`config.mk`:
```
export PLATFORM = sky130hd
export DESIGN_NAME = prog_clk_divider
export DESIGN_NICKNAME = d
export VERILOG_FILES = /design/src/rtl/clkdiv_pkg.sv /design/src/rtl/clkdiv_odd_stretch.sv /design/src/rtl/prog_clk_divider.sv
export SDC_FILE = /design/constraint.sdc
export NUM_CORES = 1
export LEC_CHECK = 0
export ABC_AREA = 0
export CAP_MARGIN = 25
export CORE_MARGIN = 3
export CORE_UTILIZATION = 29
export CTS_BUF_LIST = sky130_fd_sc_hd__clkbuf_8
export DETAILED_ROUTE_END_ITERATION = 7
export PLACE_DENSITY = 0.46
export SLEW_MARGIN = 20
export SYNTH_ARGS = -nofsm -noshare
export SYNTH_HDL_FRONTEND = slang
export SYNTH_HIERARCHICAL = 1
export SYNTH_SLANG_ARGS = --single-unit
```
`constraint.sdc`:
```
create_clock -name clk_in -period 2.62 [get_ports clk_in]
set_input_delay 0.262 -clock clk_in [delete_from_list [all_inputs] [get_ports clk_in]]
set_output_delay 0.262 -clock clk_in [all_outputs]
set_load 0.05 [all_outputs]
```
`src/rtl/clkdiv_pkg.sv`:
```
// Shared types and helpers for the programmable clock divider.
// Optional odd-divisor 50% duty correction is enabled by ODD_DUTY50_EN.
package clkdiv_pkg;

    typedef enum logic {
        IDLE = 1'b0,
        RUN  = 1'b1
    } state_t;

    localparam int MIN_DIV     = 2;
    localparam int DEF_DIV_W   = 16;
    localparam int DEF_DIV_VAL = 64;

    // Divisors 0 and 1 would stall the counter; force them to the minimum.
    function automatic logic [31:0] clamp_div(input logic [31:0] v);
        return (v < 32'(MIN_DIV)) ? 32'(MIN_DIV) : v;
    endfunction

endpackage

```
`src/rtl/clkdiv_odd_stretch.sv`:
```
// Negedge duty stretcher: extends the high phase by half a cycle for odd N.
// Only instantiated when ODD_DUTY50_EN is defined.
module clkdiv_odd_stretch
    import clkdiv_pkg::*;
(
    input  logic clk_in,
    input  logic reset,
    input  logic i_clk_pos,
    input  logic i_odd,
    output logic o_clk
);

    logic r_neg;

    always_ff @(negedge clk_in or negedge reset) begin
        if (!reset) begin
            r_neg <= 1'b0;
        end else begin
            r_neg <= i_clk_pos;
        end
    end

    assign o_clk = i_clk_pos | (i_odd & r_neg);

endmodule

```
`src/rtl/prog_clk_divider.sv`:
```
// Run-time programmable integer clock divider with boundary-safe reload.
// Define ODD_DUTY50_EN for 50% duty on odd divisors (adds a negedge flop).
module prog_clk_divider
    import clkdiv_pkg::*;
#(
    parameter int DIV_W   = DEF_DIV_W,
    parameter int DEF_DIV = DEF_DIV_VAL
) (
    input  logic             clk_in,
    input  logic             reset,
    input  logic             enable,
    input  logic [DIV_W-1:0] div_val,
    input  logic             div_load,
    output logic             div_ack,
    output logic             clk_out,
    output logic             tick,
    output logic             busy
);

    state_t           r_state;
    logic [DIV_W-1:0] r_cnt;
    logic [DIV_W-1:0] r_n;
    logic [DIV_W-1:0] r_pend;
    logic             r_pend_vld;
    logic             r_clk;
    logic             r_tick;
    logic             r_ack;
    logic             r_busy;

    logic [DIV_W-1:0] w_clamped;
    logic [DIV_W-1:0] w_cnt_inc;
    logic [DIV_W-1:0] w_h;
    logic [DIV_W-1:0] w_new;
    logic             w_cap;
    logic             w_have;
    logic             w_wrap;

    assign w_clamped = DIV_W'(clamp_div(32'(div_val)));
    assign w_cnt_inc = r_cnt + 1'b1;
    assign w_h       = r_n >> 1;
    assign w_wrap    = (w_cnt_inc == r_n);
    assign w_cap     = div_load & ~r_ack;
    // A capture on the applying edge itself is the newest request.
    assign w_have    = r_pend_vld | w_cap;
    assign w_new     = w_cap ? w_clamped : r_pend;

    always_ff @(posedge clk_in or negedge reset) begin
        if (!reset) begin
            r_state    <= IDLE;
            r_cnt      <= '0;
            r_n        <= DIV_W'(DEF_DIV);
            r_pend     <= '0;
            r_pend_vld <= 1'b0;
            r_clk      <= 1'b0;
            r_tick     <= 1'b0;
            r_ack      <= 1'b0;
            r_busy     <= 1'b0;
        end else begin
            r_ack  <= 1'b0;
            r_tick <= 1'b0;
            if (w_cap) begin
                r_pend     <= w_clamped;
                r_pend_vld <= 1'b1;
            end
            unique case (r_state)
                IDLE: begin
                    r_cnt <= '0;
                    r_clk <= 1'b0;
                    if (w_have) begin
                        r_n        <= w_new;
                        r_ack      <= 1'b1;
                        r_pend_vld <= 1'b0;
                    end
                    if (enable) begin
                        r_state <= RUN;
                        r_busy  <= 1'b1;
                        r_clk   <= 1'b1;
                        r_tick  <= 1'b1;
                    end
                end
                RUN: begin
                    if (w_wrap) begin
                        r_cnt <= '0;
                        if (w_have) begin
                            r_n        <= w_new;
                            r_ack      <= 1'b1;
                            r_pend_vld <= 1'b0;
                        end
                        if (enable) begin
                            r_clk  <= 1'b1;
                            r_tick <= 1'b1;
                        end else begin
                            r_state <= IDLE;
                            r_clk   <= 1'b0;
                            r_busy  <= 1'b0;
                        end
                    end else begin
                        r_cnt <= w_cnt_inc;
                        r_clk <= (w_cnt_inc < w_h);
                    end
                end
            endcase
        end
    end

`ifdef ODD_DUTY50_EN
    logic w_clk_str;

    clkdiv_odd_stretch u_odd_stretch (
        .clk_in   (clk_in),
        .reset    (reset),
        .i_clk_pos(r_clk),
        .i_odd    (r_n[0]),
        .o_clk    (w_clk_str)
    );

    assign clk_out = w_clk_str;
`else
    assign clk_out = r_clk;
`endif

    assign div_ack = r_ack;
    assign tick    = r_tick;
    assign busy    = r_busy;

endmodule

```
==> impl_metrics.env, run 1 <==
export IMPL_hp_class="in -> async"
export IMPL_cp_top_family="compound AO/OA/AOI/OAI gates"
export IMPL_synth_top_area_cell="dfrtp_1"
export IMPL_slowest_stage="dfrtp_1"
export IMPL_die_h_um=118
export IMPL_ys_warn_count=6
export IMPL_cts_clk_slew_worst_paths_ns=0.11
export IMPL_ys_ff_latch=54
export IMPL_io_pins=24
export IMPL_cp_max_fo=5
export IMPL_grt_usage_pct=13.3
export IMPL_p_leak_nw=2.05
export IMPL_die_w_um=118
export IMPL_clk_root_buffer_cell="clkbuf_8"
export IMPL_cts_tree="done"
export IMPL_power_mw=3.99
export IMPL_vias=2922
export IMPL_drt_pre_antenna_iters=4
export IMPL_drive_above_1_share_pct=20.6
export IMPL_finalSetupViolCount=0
export IMPL_syn_inst=389
export IMPL_post_dp_hpwl_um=6700
export IMPL_worst_setup_path_type="reg -> reg"
export IMPL_avgSynthCellArea_um2=9.39
export IMPL_synth_top_family_by_area="simple AND/OR/NAND/NOR gates"
export IMPL_r2r_slack_ns=0.09
export IMPL_antenna_left=0
export IMPL_final_common_cell="dfrtp_1"
export IMPL_routed_wl_um=9200
export IMPL_crit_buf_inv=1
export IMPL_synth_distinct_cells=52
export IMPL_maxSlewHeadroom_pct=50.3
export IMPL_ir_worst_vdd_uv=396
export IMPL_tns_ns=0
export IMPL_gp_congestion=0.886
export IMPL_grt_max_degree=55
export IMPL_drv_slew=0
export IMPL_h_tree_depth=2
export IMPL_synth_compound_area_share_pct=12.3
export IMPL_synth_edf_count=0
export IMPL_start_util_pct=30.0
export IMPL_synth_mux_area_share_pct=4.42
export IMPL_vias_per_cell=4.84
export IMPL_cp_required_ns=2.83
export IMPL_wl_per_cell_um=15.2
export IMPL_rows=40
export IMPL_cts_sinks=54
export IMPL_cpPeakStageDelay_ns=0.43
export IMPL_synthArstFlopShare_pct=100
export IMPL_hold_buffers=0
export IMPL_max_freq_ghz=0.395
export IMPL_synth_xor_area_share_pct=6.85
export IMPL_synth_area_leaders="dfrtp_1 36%, ha_1 5.1%, nor3_2 4.4%, mux2i_1 4.1%, and4_1 4.1%"
export IMPL_critical_path_arrival_ns=2.74
export IMPL_crit_chain="ha_4, nand4_2, buf_6, o31ai_4, o31ai_2, ha_1, a21o_1, a21o_1, a21oi_2, o211ai_1, a21oi_1, mux2_1"
export IMPL_min_period_over_period_pct=96.6
export IMPL_cp_common_cell="a21o_1"
export IMPL_synth_nets=424
export IMPL_port_buffers=23
export IMPL_synth_simple_area_share_pct=26.8
export IMPL_fin_crit_ns=2.53
export IMPL_first_global_vias=2828
export IMPL_antenna_cells=0
export IMPL_max_cap_viol_count=0
export IMPL_hold_viol=0
export IMPL_most_common_layout_cells="48 x dfrtp_1, 39 x nand2_1, 36 x inv_1"
export IMPL_start_kind="register"
export IMPL_skew_ns=0.0104
export IMPL_drcViolationCount=0
export IMPL_ys_seq_area_share_pct=37.0
export IMPL_netlist_area_leader_share_pct=36.3
export IMPL_cts_inserted_buffers=5
export IMPL_setup_ws_ns=0.0900
export IMPL_syn_cell_area_um2=3650
export IMPL_status="complete, no violations"
export IMPL_pre_cts_ws_ns=-0.0234
export IMPL_grt_overflow_total=0
export IMPL_core_um2=12200
export IMPL_antenna_found_initial=0
export IMPL_clock_latency_ns=0.32
export IMPL_ys_flop_type="dfrtp_1"
export IMPL_drtIter0Drc=165
export IMPL_crit_path_end_kind="register"
export IMPL_cts_buffer_depth=2
export IMPL_power_density_nw_per_um2=891
export IMPL_fin_nets=470
export IMPL_tightest_slew_ns=0.746
export IMPL_area_growth_pct=22.6
export IMPL_yosys_area_share_adder_pct=5.14
export IMPL_die_area_um2=14000
export IMPL_grt_pass1_wl_um=15100
worst paths after layout:
check                            end  startpoint  cells past startpoint
max in group asynchronous   r_cnt[2]       reset                      2
setup / recovery             clk_out    r_cnt[1]                     12
min in group clk_in        r_pend[6]   r_pend[6]                      2
setup reg to reg             clk_out    r_cnt[1]                     12
hold reg to reg            r_pend[6]   r_pend[6]                      2
hold / removal             r_cnt[12]       reset                      2
Yosys cell counts, drive strengths merged (14+ instances only):
master,instances
dfrtp,53
nand2,39
inv,36
nor2,26
nor3,19
and4,17
xnor2,17
and2,16
ha,15
mux2i,15
o221ai,15
buf,14
cells by family (layout without fill, tap and decap cells):
kind of cell             count (synthesis)  count (layout)
AND/OR/NAND/NOR                        160             160
flip-flops                              54              54
multiplexers                            16              16
adder cells (fa/ha/maj)                 15              15
buffers and inverters                   58             105
AO/OA/AOI/OAI                           59              59
XOR/XNOR                                27              27
flip-flops by register name (all words and copies together) (netlist names):
signal and cells:
div_ack 1, clk_out 1, r_pend 16, r_n 16
tick 1, r_pend_vld 1, r_state 1, r_cnt 16
busy 1
worst register-to-register path: stages, from the launching register on:
cell and delay, ns:
dfrtp_1 0.43, ha_4 0.18, nand4_2 0.16, buf_6 0.18
o31ai_4 0.23, o31ai_2 0.12, ha_1 0.31, a21o_1 0.11
a21o_1 0.12, a21oi_2 0.05, o211ai_1 0.15, a21oi_1 0.07
mux2_1 0.31
timing repair:
item,CTS,global route
pin swaps,0,8
setup buffers,0,10
gates resized for setup,2,23
cloned,0,0
setup endpoints to repair,4,36
final cells by class:
| class | instances | area [um2] |
|---|---|---|
| multi-input cells | 277 | 2120 |
| flip-flops and latches | 54 | 1360 |
| inverters | 36 | 135 |
| fillers | 1245 | 7680 |
| clock inverters | 2 | 12.5 |
| clock buffers | 6 | 82.6 |
| well taps | 168 | 210 |
| repair buffers | 61 | 559 |
metrics by stage:
step	hold WS (ns)	utilization [%]	instances	area, um2
floorplan	-0.0336	-	389	3650
global placement	0.461	34.4	586	4180
detailed placement	0.466	34.4	586	4190
CTS	0.107	35.3	594	4290
global route	0.113	36.8	604	4480
finish	0.0610	36.8	604	4480
power by group:
group | internal (mW) | switching (mW) | leakage [nW] | total (mW)
clock | 0.214 | 0.305 | 0.0472 | 0.519
combinational | 1.03 | 1.20 | 1.33 | 2.23
sequential | 1.06 | 0.179 | 0.669 | 1.24
metal layers:
metal | part of all wire, % | GRT usage [%]
met4 | 1.5 | 3.66
met1 | 52 | 20.3
met3 | 3.3 | 1.77
met5 | 0 | 0
met2 | 43 | 19.5
(Power assumes the default switching activity.)
==> run 2, diff against run 1 <==
--- a/config.mk
+++ b/config.mk
@@ -12,7 +12,6 @@
 export CTS_BUF_LIST = sky130_fd_sc_hd__clkbuf_8
 export DETAILED_ROUTE_END_ITERATION = 7
 export PLACE_DENSITY = 0.46
-export SLEW_MARGIN = 20
 export SYNTH_ARGS = -nofsm -noshare
 export SYNTH_HDL_FRONTEND = slang
 export SYNTH_HIERARCHICAL = 1
==> impl_metrics.env, run 2 (synthesis gave the netlist of run 1 again) <==
export IMPL_status="complete, no violations"
export IMPL_max_freq_ghz=0.397
export IMPL_cts_buffer_depth=2
export IMPL_die_area_um2=14000
export IMPL_power_density_nw_per_um2=921
export IMPL_utilization_pct=36.8
export IMPL_post_dp_hpwl_um=6690
export IMPL_crit_path_end_kind="register"
export IMPL_most_common_layout_cells="49 x dfrtp_1, 39 x nand2_1, 36 x inv_1"
export IMPL_clock_latency_ns=0.31
export IMPL_p_sw_share_pct=40.2
export IMPL_skew_ns=0.00758
export IMPL_dpl_instance_area_um2=4200
export IMPL_start_util_pct=30.0
export IMPL_drtIter0Drc=132
export IMPL_pwr_share_clk_pct=17.0
export IMPL_core_um2=12200
export IMPL_grt_pass1_wl_um=14700
export IMPL_place_inst=587
export IMPL_grt_usage_pct=12.8
export IMPL_hold_slack_ns=0.0728
export IMPL_clk_root_buffer_cell="clkbuf_8"
export IMPL_cts_sinks=54
export IMPL_finalSetupViolCount=0
export IMPL_io_pins=24
export IMPL_fin_area_um2=4470
export IMPL_min_period_over_period_pct=96.1
export IMPL_top_regs="r_cnt: 16 flops, r_n: 16 flops, r_pend: 16 flops"
export IMPL_hp_class="in -> async"
export IMPL_final_common_cell="dfrtp_1"
export IMPL_instances_no_fill=598
export IMPL_p_comb_share_pct=52.6
export IMPL_antenna_found_initial=0
export IMPL_fin_nets=464
export IMPL_die_w_um=118
export IMPL_setup_ws_ns=0.103
export IMPL_critical_path_arrival_ns=2.72
export IMPL_vias_per_cell=4.86
export IMPL_tns_ns=0
export IMPL_routed_wl_um=9030
export IMPL_area_growth_pct=22.4
export IMPL_start_kind="register"
export IMPL_maxSlewHeadroom_pct=50.4
export IMPL_p_switching_mw=1.66
export IMPL_h_tree_depth=2
export IMPL_cts_inserted_buffers=5
export IMPL_hold_viol=0
export IMPL_p_leak_nw=2.03
export IMPL_max_cap_viol_count=0
export IMPL_first_global_vias=2779
export IMPL_cp_required_ns=2.82
export IMPL_fillCellCount=1232
export IMPL_hold_buffers=0
export IMPL_power_mw=4.12
export IMPL_grt_overflow_total=0
export IMPL_cp_max_fo=10
export IMPL_tightest_slew_ns=0.744
export IMPL_drcViolationCount=0
export IMPL_internal_power_mw=2.46
export IMPL_vias=2908
export IMPL_drv_slew=0
export IMPL_gp_congestion=0.886
export IMPL_drt_pre_antenna_iters=4
export IMPL_cts_tree="done"
export IMPL_pwr_share_seq_pct=30.4
export IMPL_grt_max_degree=55
export IMPL_rows=40
export IMPL_die_h_um=118
export IMPL_ir_worst_vdd_uv=384
export IMPL_port_buffers=23
export IMPL_drive_above_1_share_pct=18.8
export IMPL_antenna_left=0
export IMPL_reg2regPathDepth=10
export IMPL_antenna_cells=0
export IMPL_fin_crit_ns=2.52
export IMPL_wl_per_cell_um=15.1
export IMPL_worst_setup_path_type="reg -> reg"
export IMPL_pre_cts_ws_ns=-0.00579
export IMPL_cts_clk_slew_worst_paths_ns=0.10
## run 2: changes by cell type in the layout (fill, tap and decap cells not counted), sizes merged
cell | previous run | this run
clkinv | 1 | 0
buf | 39 | 33
clkinvlp | 1 | 0
bufinv | 0 | 2
## run 2: what timing repair did
| action | CTS | global route |
|---|---|---|
| endpoints found under the setup margin | 2 | 37 |
| endpoints found under the hold margin | 0 | 0 |
| buffers inserted | 0 | 3 |
| pin swaps | 0 | 4 |
| gates resized for setup | 2 | 22 |
## run 2: layer usage
metal	global-route usage, %	up-vias	routed length (um)
met5	0	-	0
met4	2.93	0	122
met3	1.58	9	224
met2	19.5	38	4040
met1	19.2	1410	4640
li1	-	1451	-
## run 2: final timing paths
| path | from | end | slack [ns] |
|---|---|---|---|
| max | r_cnt[0] | r_n[5] | 0.10 |
| min | reset | r_cnt[11] | 0.07 |
| max reg2reg | r_cnt[0] | r_n[5] | 0.10 |
| min reg2reg | r_pend[6] | r_pend[6] | 0.52 |
| max in group asynchronous | reset | r_cnt[6] | 1.99 |
| min in group clk_in | r_pend[6] | r_pend[6] | 0.52 |
## run 2: worst max-delay path: stages, from the launching register on
cell and delay (ns):
dfrtp_1 0.44, ha_4 0.20, buf_4 0.14, xor2_1 0.16
or4_1 0.47, a21oi_1 0.18, and4_1 0.21, buf_4 0.17
buf_4 0.18, and4_1 0.21, nor3_2 0.05
## run 2: cell type report
cell class / instances / area [um2] / area share [%]
Clock buffer: 6 / 82.6 / 1.85
Timing Repair Buffer: 55 / 505 / 11.3
Sequential cell: 54 / 1360 / 30.3
Clock inverter: 2 / 60.1 / 1.34
Inverter: 36 / 135 / 3.02
Multi-Input combinational cell: 277 / 2120 / 47.4
Tap cell: 168 / 210 / 4.70
## run 2: power by group through the flow
stage	registers [mW]	logic [mW]	clock network (mW)
floorplan	1.38	2.21	0
global placement	1.24	2.05	0
detailed placement	1.24	2.09	0
CTS	1.23	2.11	0.731
global route	1.29	2.43	0.748
finish	1.25	2.17	0.699
==> run 3, diff against run 2 <==
--- a/config.mk
+++ b/config.mk
@@ -6,12 +6,12 @@
 export NUM_CORES = 1
 export LEC_CHECK = 0
 export ABC_AREA = 0
-export CAP_MARGIN = 25
 export CORE_MARGIN = 3
 export CORE_UTILIZATION = 29
 export CTS_BUF_LIST = sky130_fd_sc_hd__clkbuf_8
 export DETAILED_ROUTE_END_ITERATION = 7
 export PLACE_DENSITY = 0.46
+export SKIP_CTS_REPAIR_TIMING = 1
 export SYNTH_ARGS = -nofsm -noshare
 export SYNTH_HDL_FRONTEND = slang
 export SYNTH_HIERARCHICAL = 1
==> impl_metrics.env, run 3 (synthesis gave the netlist of run 1 again) <==
export IMPL_place_inst=586
export IMPL_dpl_instance_area_um2=4180
export IMPL_cts_clk_slew_worst_paths_ns=0.11
export IMPL_cts_tree="done"
export IMPL_fillCellCount=1228
export IMPL_io_pins=24
export IMPL_first_global_vias=2822
export IMPL_drtIter0Drc=148
export IMPL_start_kind="register"
export IMPL_status="complete, no violations"
export IMPL_pre_cts_ws_ns=-0.0157
export IMPL_drv_slew=0
export IMPL_power_density_nw_per_um2=898
export IMPL_hold_slack_ns=0.0562
export IMPL_max_freq_ghz=0.395
export IMPL_timing_rr_end="clk_out"
export IMPL_start_util_pct=30.0
export IMPL_drcViolationCount=0
export IMPL_post_dp_hpwl_um=6700
export IMPL_maxSlewHeadroom_pct=26.3
export IMPL_die_h_um=118
export IMPL_hp_class="in -> async"
export IMPL_rows=40
export IMPL_critical_path_arrival_ns=2.80
export IMPL_p_leak_nw=2.02
export IMPL_h_tree_depth=2
export IMPL_top_regs="r_cnt: 16 flops, r_n: 16 flops, r_pend: 16 flops"
export IMPL_grt_usage_pct=13.2
export IMPL_antenna_cells=0
export IMPL_most_common_layout_cells="46 x dfrtp_1, 39 x nand2_1, 36 x inv_1"
export IMPL_instances_no_fill=599
export IMPL_cpPeakStageDelay_ns=0.42
export IMPL_final_common_cell="dfrtp_1"
export IMPL_cts_buffer_depth=2
export IMPL_worst_r2r_startpoint="r_cnt[0]"
export IMPL_clock_latency_ns=0.32
export IMPL_die_area_um2=14000
export IMPL_crit_path_end_kind="register"
export IMPL_fin_crit_ns=2.53
export IMPL_core_um2=12200
export IMPL_r2r_slack_ns=0.09
export IMPL_tns_ns=0
export IMPL_drt_pre_antenna_iters=4
export IMPL_wl_met3_um=305
export IMPL_top_layer="met4"
export IMPL_cp_top_family="compound AO/OA/AOI/OAI gates"
export IMPL_gp_congestion=0.886
export IMPL_routed_wl_um=9120
export IMPL_reg2regPathDepth=11
export IMPL_max_cap_viol_count=0
export IMPL_port_buffers=23
export IMPL_slowest_stage="dfrtp_1"
export IMPL_fin_area_um2=4450
export IMPL_clk_root_buffer_cell="clkbuf_8"
export IMPL_cp_max_fo=7
export IMPL_tightest_slew_ns=1.10
export IMPL_cp_required_ns=2.89
export IMPL_min_period_over_period_pct=96.5
export IMPL_vias_per_cell=4.83
export IMPL_vias=2896
export IMPL_grt_max_degree=55
export IMPL_antenna_found_initial=0
export IMPL_crit_chain="buf_6, buf_4, and4_1, nand2_1, xnor2_2, ha_1, a21o_1, a211oi_1, o21ai_0, a21oi_1, mux2_4"
export IMPL_crit_buf_inv=2
export IMPL_finalSetupViolCount=0
export IMPL_antenna_left=0
export IMPL_drive_above_1_share_pct=20.2
export IMPL_worst_setup_path_type="reg -> reg"
export IMPL_cts_sinks=54
export IMPL_skew_ns=0.00759
export IMPL_grt_overflow_total=0
export IMPL_grt_pass1_wl_um=15200
export IMPL_power_mw=4.00
export IMPL_ir_worst_vdd_uv=359
export IMPL_hold_viol=0
export IMPL_wl_met2_um=3950
export IMPL_area_growth_pct=21.8
export IMPL_wirelength_met1_um=4740
export IMPL_fin_nets=465
export IMPL_setup_ws_ns=0.0904
export IMPL_utilization_pct=36.6
export IMPL_cts_inserted_buffers=5
export IMPL_wl_per_cell_um=15.2
export IMPL_die_w_um=118
[run 3: report_power, final]
part,switching (mW),total [mW],internal [mW]
sequential,0.188,1.26,1.07
clock,0.306,0.520,0.214
combinational,1.19,2.22,1.03
[run 3: layer usage]
metal | global-route usage, % | vias to the layer above
li1 | - | 1454
met1 | 19.9 | 1388
met2 | 19.6 | 45
met3 | 2.11 | 9
met4 | 3.52 | 0
met5 | 0 | -
[run 3: worst max-delay path by stage]
stage,startpoint,end,cells after the start
2_1_floorplan,r_cnt[1],clk_out,11
3_3_place_gp,r_cnt[0],r_n[0],10
3_5_place_dp,r_cnt[0],clk_out,12
4_1_cts,r_cnt[0],clk_out,12
5_1_grt,r_cnt[0],r_n[0],10
6_report,r_cnt[0],clk_out,11
[run 3: cell type report]
class	count	area, um2	share of cell area, %
tap	168	210	4.72
timing repair buffer	56	517	11.6
multi-input combinational	277	2130	47.9
inverter	36	135	3.04
clock buffer	6	82.6	1.86
clock inverter	2	12.5	0.281
sequential	54	1360	30.6
[run 3: worst register-to-register path, cell delays in order (launching register included)]
cell	delay, ns
dfrtp_1	0.42
buf_6	0.13
buf_4	0.14
and4_1	0.28
nand2_1	0.12
xnor2_2	0.15
ha_1	0.29
a21o_1	0.16
a211oi_1	0.24
o21ai_0	0.19
a21oi_1	0.19
mux2_4	0.16
